## config.mk

```make
export PLATFORM = sky130hd
export DESIGN_NAME = ppu_frame_sink
export DESIGN_NICKNAME = d
export VERILOG_FILES = /design/src/rtl/ppu_pkg.sv /design/src/rtl/fb_line_tracker.sv /design/src/rtl/ppu_frame_sink.sv
export SDC_FILE = /design/constraint.sdc
export NUM_CORES = 1
export LEC_CHECK = 0
export ABC_CLOCK_PERIOD_IN_PS = 3600
export CORE_MARGIN = 2
export CORE_UTILIZATION = 30
export DETAILED_ROUTE_END_ITERATION = 8
export GPL_TIMING_DRIVEN = 0
export SLEW_MARGIN = 5
export SYNTH_ARGS = -nofsm -noshare
export SYNTH_HDL_FRONTEND = slang
export SYNTH_SLANG_ARGS = --single-unit
```

## constraint.sdc

```tcl
create_clock -name clk_in -period 3.6 [get_ports clk_in]
set_input_delay 0.72 -clock clk_in [delete_from_list [all_inputs] [get_ports clk_in]]
set_output_delay 0.72 -clock clk_in [all_outputs]
set_load 0.02 [all_outputs]
```

## src/rtl/ppu_pkg.sv

```systemverilog
// ppu_pkg: definitions shared between the PPU and its frame sink.
//   LCD_WIDTH / LCD_HEIGHT : visible LCD geometry
//   sink_state_e           : frame sink FSM states
//   palette_map()          : maps a 2-bit shade through a BGP-style palette
package ppu_pkg;

    localparam int unsigned LCD_WIDTH  = 160;
    localparam int unsigned LCD_HEIGHT = 144;

    typedef enum logic [1:0] {
        StSync,  // waiting for the first vblank after reset
        StLine,  // accepting pixels of the current line
        StHold,  // line full, waiting for hblank
        StFull   // frame full, waiting for vblank
    } sink_state_e;

    // Colour for a shade is bgp[2*shade+1 : 2*shade].
    function automatic logic [1:0] palette_map(input logic [1:0] shade, input logic [7:0] bgp);
        logic [1:0] colour;
        unique case (shade)
            2'd0: colour = bgp[1:0];
            2'd1: colour = bgp[3:2];
            2'd2: colour = bgp[5:4];
            2'd3: colour = bgp[7:6];
            default: colour = bgp[1:0];
        endcase
        return colour;
    endfunction

endpackage

```

## src/rtl/fb_line_tracker.sv

```systemverilog
// fb_line_tracker: pixel/line position and framebuffer offset generation.
//   clk_in, rst_n_in     : clock, asynchronous active-low reset
//   pix_accept_in        : a pixel is written at the current position this cycle
//   line_adv_in          : advance to the next line (x = 0, y + 1, line_base + WIDTH)
//   frame_clr_in         : restart the frame (x = y = line_base = 0); wins over the others
//   pix_addr_out         : in-bank offset line_base + x of the current pixel
//   line_out             : current line index y
//   last_pix_out         : x is the last pixel position of the line
//   last_line_out        : y is the last visible line (advancing completes the frame)
//   at_height_out        : y == HEIGHT, every visible line has been advanced past
module fb_line_tracker
    import ppu_pkg::*;
#(
    parameter int unsigned WIDTH  = LCD_WIDTH,
    parameter int unsigned HEIGHT = LCD_HEIGHT,
    parameter int unsigned ADDR_W = 16
) (
    input  logic              clk_in,
    input  logic              rst_n_in,
    input  logic              pix_accept_in,
    input  logic              line_adv_in,
    input  logic              frame_clr_in,
    output logic [ADDR_W-2:0] pix_addr_out,
    output logic [7:0]        line_out,
    output logic              last_pix_out,
    output logic              last_line_out,
    output logic              at_height_out
);

    localparam int unsigned XW = $clog2(WIDTH + 1);
    localparam int unsigned AW = ADDR_W - 1;

    localparam logic [XW-1:0] XLast  = XW'(WIDTH - 1);
    localparam logic [7:0]    YLast  = 8'(HEIGHT - 1);
    localparam logic [7:0]    YEnd   = 8'(HEIGHT);
    localparam logic [AW-1:0] LineSz = AW'(WIDTH);

    logic [XW-1:0] x_q, x_d;
    logic [7:0]    y_q, y_d;
    logic [AW-1:0] line_base_q, line_base_d;

    always_ff @(posedge clk_in or negedge rst_n_in) begin
        if (!rst_n_in) begin
            x_q         <= '0;
            y_q         <= '0;
            line_base_q <= '0;
        end else begin
            x_q         <= x_d;
            y_q         <= y_d;
            line_base_q <= line_base_d;
        end
    end

    // line_base steps by WIDTH per line, so no multiplier is needed for y*WIDTH.
    always_comb begin
        x_d         = x_q;
        y_d         = y_q;
        line_base_d = line_base_q;
        if (frame_clr_in) begin
            x_d         = '0;
            y_d         = '0;
            line_base_d = '0;
        end else if (line_adv_in) begin
            x_d         = '0;
            y_d         = y_q + 8'd1;
            line_base_d = line_base_q + LineSz;
        end else if (pix_accept_in) begin
            x_d = x_q + XW'(1);
        end
    end

    assign pix_addr_out  = line_base_q + AW'(x_q);
    assign line_out      = y_q;
    assign last_pix_out  = (x_q == XLast);
    assign last_line_out = (y_q == YLast);
    assign at_height_out = (y_q == YEnd);

endmodule

```

## src/rtl/ppu_frame_sink.sv

```systemverilog
// ppu_frame_sink: consumer end of the PPU pixel stream.
// Palette-maps each accepted pixel and writes it into a double-buffered framebuffer,
// swapping banks at every vblank and flagging line/frame protocol violations.
//   clk_in, rst_n_in     : clock, asynchronous active-low reset
//   pix_valid_in         : pixel presented this cycle, shade on pix_shade_in
//   hblank_in            : one-cycle strobe, current line finished
//   vblank_in            : one-cycle strobe, frame finished
//   bgp_in               : background palette
//   clr_err_in           : clears the sticky error flags
//   fb_we_out/addr/data  : registered framebuffer write port, addr = {bank, line_base + x}
//   fb_bank_out          : bank being written; scan-out reads the other one
//   frame_done_out       : one-cycle pulse after each bank swap
//   line_out             : current line index
//   err_*_out            : sticky underrun / overflow / short-frame flags
module ppu_frame_sink
    import ppu_pkg::*;
#(
    parameter int unsigned WIDTH  = LCD_WIDTH,
    parameter int unsigned HEIGHT = LCD_HEIGHT,
    parameter int unsigned ADDR_W = 16
) (
    input  logic              clk_in,
    input  logic              rst_n_in,
    input  logic              pix_valid_in,
    input  logic [1:0]        pix_shade_in,
    input  logic              hblank_in,
    input  logic              vblank_in,
    input  logic [7:0]        bgp_in,
    input  logic              clr_err_in,
    output logic              fb_we_out,
    output logic [ADDR_W-1:0] fb_addr_out,
    output logic [1:0]        fb_data_out,
    output logic              fb_bank_out,
    output logic              frame_done_out,
    output logic [7:0]        line_out,
    output logic              err_underrun_out,
    output logic              err_overflow_out,
    output logic              err_short_frame_out
);

    sink_state_e state_q, state_d;

    logic [ADDR_W-2:0] pix_addr;
    logic              last_pix;
    logic              last_line;
    logic              at_height;

    // Decoded per-cycle events
    logic pix_accept;
    logic line_full;
    logic line_adv;
    logic frame_end;
    logic frame_clr;
    logic underrun_set;
    logic overflow_set;
    logic short_set;

    logic              fb_we_q;
    logic [ADDR_W-1:0] fb_addr_q;
    logic [1:0]        fb_data_q;
    logic              bank_q;
    logic              frame_done_q;
    logic              err_underrun_q;
    logic              err_overflow_q;
    logic              err_short_frame_q;

    fb_line_tracker #(
        .WIDTH  (WIDTH),
        .HEIGHT (HEIGHT),
        .ADDR_W (ADDR_W)
    ) u_tracker (
        .clk_in        (clk_in),
        .rst_n_in      (rst_n_in),
        .pix_accept_in (pix_accept),
        .line_adv_in   (line_adv),
        .frame_clr_in  (frame_clr),
        .pix_addr_out  (pix_addr),
        .line_out      (line_out),
        .last_pix_out  (last_pix),
        .last_line_out (last_line),
        .at_height_out (at_height)
    );

    always_ff @(posedge clk_in or negedge rst_n_in) begin
        if (!rst_n_in) begin
            state_q <= StSync;
        end else begin
            state_q <= state_d;
        end
    end

    // Same-cycle events take effect in the order pixel, hblank, vblank.
    always_comb begin
        state_d = state_q;
        unique case (state_q)
            StSync: begin
                if (vblank_in) state_d = StLine;
            end
            StLine: begin
                if (vblank_in)      state_d = StLine;
                else if (hblank_in) state_d = last_line ? StFull : StLine;
                else if (line_full) state_d = StHold;
            end
            StHold: begin
                if (vblank_in)      state_d = StLine;
                else if (hblank_in) state_d = last_line ? StFull : StLine;
            end
            StFull: begin
                if (vblank_in) state_d = StLine;
            end
            default: state_d = StSync;
        endcase
    end

    always_comb begin
        pix_accept   = pix_valid_in && (state_q == StLine);
        line_full    = pix_accept && last_pix;
        line_adv     = hblank_in && ((state_q == StLine) || (state_q == StHold));
        // A pixel completing the line in the same cycle as hblank is not an underrun.
        underrun_set = hblank_in && (state_q == StLine) && !line_full;
        overflow_set = pix_valid_in && ((state_q == StHold) || (state_q == StFull));
        frame_end    = vblank_in && (state_q != StSync);
        frame_clr    = vblank_in;
        // y is checked after any same-cycle hblank advance.
        short_set    = frame_end && (line_adv ? !last_line : !at_height);
    end

    always_ff @(posedge clk_in or negedge rst_n_in) begin
        if (!rst_n_in) begin
            fb_we_q           <= 1'b0;
            fb_addr_q         <= '0;
            fb_data_q         <= '0;
            bank_q            <= 1'b0;
            frame_done_q      <= 1'b0;
            err_underrun_q    <= 1'b0;
            err_overflow_q    <= 1'b0;
            err_short_frame_q <= 1'b0;
        end else begin
            fb_we_q <= pix_accept;
            if (pix_accept) begin
                fb_addr_q <= {bank_q, pix_addr};
                fb_data_q <= palette_map(pix_shade_in, bgp_in);
            end
            if (frame_end) bank_q <= ~bank_q;
            frame_done_q      <= frame_end;
            // Set wins over a simultaneous clear.
            err_underrun_q    <= (err_underrun_q & ~clr_err_in) | underrun_set;
            err_overflow_q    <= (err_overflow_q & ~clr_err_in) | overflow_set;
            err_short_frame_q <= (err_short_frame_q & ~clr_err_in) | short_set;
        end
    end

    assign fb_we_out           = fb_we_q;
    assign fb_addr_out         = fb_addr_q;
    assign fb_data_out         = fb_data_q;
    assign fb_bank_out         = bank_q;
    assign frame_done_out      = frame_done_q;
    assign err_underrun_out    = err_underrun_q;
    assign err_overflow_out    = err_overflow_q;
    assign err_short_frame_out = err_short_frame_q;

endmodule

```

== Word-level counts from Yosys, hierarchy flattened ==
Index checks and enable logic that the tools add are counted.
Word-level totals
  input port bits: 16
  logic and storage cells: 73
  output and inout port bits: 32
  bits in registers: 57
Operators by class
  add/subtract/negate cells: 4
  reduce and logical (&&, ||, !) cells: 20
  eq/ne operators: 12
  bitwise gates (word level): 8
  multiplexer cells: 17
Operator list (number)
  $mux W8: 5
  $mux W15: 2
  $eq A8 B8 Y1 const B: 3
  $add A8 B1 Y8 const B: 2
  $add A15 B8 Y15: 1
  $add A15 B8 Y15 const B: 1
  $mux W2: 7
  $eq A2 B2 Y1 const B: 4
  $logic_and A1 B1 Y1: 8
  $pmux W2 S4: 1
  $pmux W2 S3: 1
  $eq A2 B1 Y1 const B: 2
  $logic_not A2 Y1: 2
  $ne A4 B4 Y1 const B: 1
  $reduce_bool A2 Y1: 2
  $and A1 B1 Y1: 3
  $logic_not A1 Y1: 3
  $ne A3 B3 Y1 const B: 1
  $or A1 B1 Y1: 3
  $reduce_and A3 Y1: 1
  $reduce_bool A3 Y1: 1
  $logic_or A1 B1 Y1: 2
  $ne A2 B1 Y1 const B: 1
  $not A1 Y1: 2
  other kinds (2): 2

== Logic depth before layout (Yosys ltp) ==
  word-level depth: 7
  depth in mapped cells: 8

== Modules after synthesis ==
Synthesis repeated with hierarchy kept, for this count alone.
Second synthesis, totals
  cells, all modules: 252
  area total of the unflattened synthesis: 2701.3 sq um
By module, submodules not included
  fb_line_tracker: cells each 172, seq. area each 650.6 sq um, instances 1, area each 1557.7 sq um
  ppu_frame_sink: cells each 80, seq. area each 650.6 sq um, instances 1, area each 1143.6 sq um

== Worst setup path before layout ==
OpenSTA, ideal clock, no wires.
  path kind: register -> register
  start point: reg state_q[0]
  end point: reg state_q[0]
  stages on the path, launching flop included: 8
  clock period less this slack: 1854 ps
  data arrival time: 1729 ps
  path buffers: 1
  required time: 3475 ps
  library setup time: 125 ps
  path slack: 1746 ps
  cells stage by stage: dfrtp_1 -> inv_1 -> ha_1 -> nand2_1 -> nand2b_1 -> buf_4 -> a31oi_1 -> mux2_2
On the way
  longest elaborated chain between the ends: 5
  elaborated cells between the ends (all ways): 12
  those cells by class: eq/ne (6); mux (1); reduce/logical (5)
RTL lines
  from (decl): RTL line ppu_frame_sink.sv:41  | sink_state_e state_q, state_d;
  from (signal assigned): RTL line ppu_frame_sink.sv:86  | state_q <= StSync;
  from (signal assigned): RTL line ppu_frame_sink.sv:88  | state_q <= state_d;
  $eq A2 B1 Y1: RTL line ppu_frame_sink.sv:95, ppu_frame_sink.sv:116
  $logic_and A1 B1 Y1: RTL line ppu_frame_sink.sv:116  | pix_accept = pix_valid_in && (state_q == StLine);
  $logic_and A1 B1 Y1: RTL line ppu_frame_sink.sv:117  | line_full = pix_accept && last_pix;
  $ne A4 B4 Y1 (no line)
  $reduce_and A3 Y1 (no line)
Several ways; a longest one is shown, not always the timed one.
A chain may end at the register's enable or synchronous reset.

== Worst setup path in the final report ==
  start point: in hblank_in
  end point: reg state_q[1]
On the way
  longest elaborated chain between the ends: 3
  elaborated cells between the ends (all ways): 6
  those cells by class: eq/ne (2); mux (3); reduce/logical (1)
RTL lines
  from (decl): RTL line ppu_frame_sink.sv:26  | input logic hblank_in,
  $mux W2: RTL line ppu_frame_sink.sv:101  | else if (hblank_in) state_d = last_line ? StFull : StLine;
  $mux W2: RTL line ppu_frame_sink.sv:100  | if (vblank_in) state_d = StLine;
  $pmux W2 S3: RTL line ppu_frame_sink.sv:95  | unique case (state_q)
Several ways; a longest one is shown, not always the timed one.

==> results.py <==
metrics = {
    "yosys": {
        "ys_seq_area_share_pct": 51.1,
        "ys_warn_count": 0,
        "syn_area_sq_mm": 0.00255,
        "synth_cells": 248,
        "synth-seq-cells": 52,
        "synth.avg_cell_area_sq_um": 10.3,
        "syn_nets": 276,
        "synth.distinct_cells": 33,
    },
    "die": {
        "die_y_microns": 96.2,
        "ios": 48,
        "dieArea_sq_mm": 0.00925,
        "core-area_sq_mm": 0.00822,
        "start_util_pct": 31.0,
        "die_w_microns": 96.2,
        "rows": 33,
    },
    "setup_path": {
        "rr_startpoint": "state_q[0]$_DFFE_PN0P_",
        "cp.arrival_ns": 2.40,
        "critPathRequiredTime_ns": 3.79,
        "r2r_slack_ns": 1.50,
        "cp-end-kind": "flip-flop",
        "reg2reg_to": "state_q[1]$_DFFE_PN0P_",
        "path_class": "in2reg",
        "start_kind": "input port",
        "critPathLaunch": "hblank_in",
        "ff2ff_path_depth": 7,
        "crit_path_max_fanout": 9,
        "crit_path_end": "state_q[1]$_DFFE_PN0P_",
    },
    "sta": {
        "relSlewSlack_pct": 54.7,
        "layout_min_cycle_time_ns": 2.21,
        "fmax_mhz": 453,
        "final_hold_viol_count": 0,
        "finalSetupViolations": 0,
        "min_period_over_period_pct": 61.4,
        "rsz0062_at_grt": "no",
        "slew_viol_final": 0,
        "finalSetupTns_ns": 0,
        "tightest_slew_ns": 0.675,
        "worst_hold_slack_ns": 0.370,
        "skew_ns": 0.00840,
    },
    "clocking": {
        "cts_buffer_depth": 2,
        "post-cts-setup-buffer-count": 0,
        "clock_sinks": 52,
        "cts_max_level": 2,
        "cts_tree": "yes",
        "numCtsBuffers": 5,
        "ctsHoldBuffers": 0,
        "cts_root_buffer": "clkbuf_8",
        "cts_resized": 0,
        "clk-insertion-delay-late_ns": 0.30,
        "clkSlewWorstSetupHoldPaths_ns": 0.10,
    },
    "job": {
        "max_cap_violations": 0,
    },
    "placement": {
        "gp_congestion": 0.799,
        "hpwl_microns": 3850,
        "portBuffers": 47,
    },
    "outcome": {
        "status": "completed",
    },
    "routing": {
        "vias": 1933,
        "drt-wirelength-per-cell_microns": 12.8,
        "viasPerCell": 4.73,
        "drt_iter0_drc": 74,
        "ant_nets": 0,
        "post-route-drc-count": 0,
        "totalWireLength_microns": 5230,
        "detail_route.first_pass.iterations": 4,
    },
    "power_and_ir_drop": {
        "power.leakage_nw": 1.33,
        "p_total_w": 0.00154,
        "powerDensity_mw_per_mm2": 473,
        "vdd.ir_drop.worst_mv": 0.167,
    },
    "global_route": {
        "grt_overflow": 0,
        "grt_start_max_net_pins": 32,
        "grt_pass1_wl_microns": 8650,
        "grt_usage_pct": 12.0,
        "antenna_found_initial": 0,
        "grt_pass1_vias": 1815,
    },
    "final_layout": {
        "nets": 331,
        "area_growth_pct": 27.9,
        "multi_input_area_sq_mm": 0.00116,
        "regArea_sq_mm": 0.00130,
        "fillCellCount": 808,
        "final_common_cell": "dfrtp_1",
        "n_antenna_cell": 0,
        "drive_above_1_share_pct": 8.22,
        "final_cell_mix": "dfrtp_1 (52), clkdlybuf4s50_1 (46), nand2_1 (30)",
    },
    "hold_path": {
        "hold_class": "in2async",
    },
}
==> worst max-delay path, cell delays in order <==
cell and delay, ns:
clkdlybuf4s50_1 0.52, nand2_1 0.30, nand2b_1 0.09, buf_4 0.18
a31oi_1 0.22, mux2_2 0.37
==> synth_stat cells <==
cell / number / area share (%)
nor2_1: 23 / 3.4
a31oi_1: 1 / 0.25
nand4_1: 4 / 0.98
or3b_1: 1 / 0.34
a211oi_1: 2 / 0.59
nand3_1: 5 / 0.98
nand2_1: 30 / 4.4
nor4_1: 6 / 1.5
a21oi_1: 10 / 2.0
o21bai_1: 1 / 0.29
mux4_2: 2 / 1.8
o41ai_2: 1 / 0.64
ha_1: 12 / 5.9
o21ai_0: 17 / 3.3
clkbuf_1: 3 / 0.44
o2111ai_1: 1 / 0.34
xor2_1: 5 / 1.7
dfrtp_1: 52 / 51
o22ai_1: 2 / 0.49
o31ai_1: 1 / 0.29
mux2_2: 10 / 4.4
nor3_1: 6 / 1.2
xnor2_1: 22 / 7.6
inv_1: 13 / 1.9
buf_4: 1 / 0.29
buf_2: 2 / 0.39
buf_1: 2 / 0.29
clkinv_1: 1 / 0.15
nor3b_1: 3 / 0.88
or3_1: 5 / 1.2
a21o_1: 1 / 0.29
and2_1: 1 / 0.25
nand2b_1: 2 / 0.49
==> final cells by class <==
type / count / area share, %
Clock inverter: 1 / 0.230
Sequential cell: 52 / 39.9
Timing Repair Buffer: 48 / 14.9
Inverter: 14 / 1.61
Clock buffer: 7 / 2.65
Buffer: 8 / 1.11
Multi-Input combinational cell: 174 / 35.5
Tap cell: 105 / 4.03
==> layer usage <==
layer / vias up / part of all wire (%) / GRT usage (%)
met1: 942 / 48 / 16.5
met4: 0 / 0.19 / 1.79
li1: 951 / - / -
met5: - / 0 / 0
met2: 38 / 48 / 19.6
met3: 2 / 4.0 / 2.82
==> state kept, by name (all words and copies together) (netlist names) <==
signal and cells:
err_overflow_out 1, err_short_frame_out 1, err_underrun_out 1, fb_addr_out 16, fb_bank_out 1, fb_data_out 2, fb_we_out 1, frame_done_out 1
state_q 2, u_tracker.line_base_q 10, u_tracker.line_out 8, u_tracker.x_q 8
==> per-stage QoR <==
step,instances,area [sq um],setup WS (ns),util (%)
2_1_floorplan,248,2550,1.75,-
3_3_place_gp,400,3150,0.234,38.3
3_5_place_dp,401,3170,1.09,38.5
4_1_cts,409,3260,1.41,39.7
5_1_grt,409,3260,1.33,39.7
6_report,409,3260,1.39,39.7
==> power breakdown <==
group / internal (W) / switching (W)
sequential: 0.000661 / 0.0000637
clock: 0.000157 / 0.000191
combinational: 0.000224 / 0.000244
total: 0.00104 / 0.000499
==> kinds of logic (layout without fill, tap and decap cells) <==
group / after synthesis / in the layout / share of synthesized area [%]
multiplexers: 12 / 12 / 6.19
flip-flops: 52 / 52 / 51.1
AND/OR/NAND/NOR: 86 / 86 / 15.6
adder cells (fa/ha/maj): 12 / 12 / 5.89
AO/OA/AOI/OAI: 37 / 37 / 8.49
XOR/XNOR: 27 / 27 / 9.28
buffers and inverters: 22 / 78 / 3.49
==> how the worst min path moves through the flow <==
stage | start | to | slack, ns | depth (start not counted)
floorplan | rst_n_in | err_overflow_out$_DFF_PN0_ | 0.42 | 0
global placement | fb_addr_out[2]$_DFFE_PN0P_ | fb_addr_out[2]$_DFFE_PN0P_ | 0.47 | 2
detailed placement | fb_addr_out[2]$_DFFE_PN0P_ | fb_addr_out[2]$_DFFE_PN0P_ | 0.47 | 2
CTS | rst_n_in | fb_addr_out[0]$_DFFE_PN0P_ | 0.39 | 1
global route | rst_n_in | fb_addr_out[9]$_DFFE_PN0P_ | 0.40 | 1
finish | rst_n_in | u_tracker.x_q[5]$_DFFE_PN0P_ | 0.37 | 1
Power figures use the tool's default switching activity.
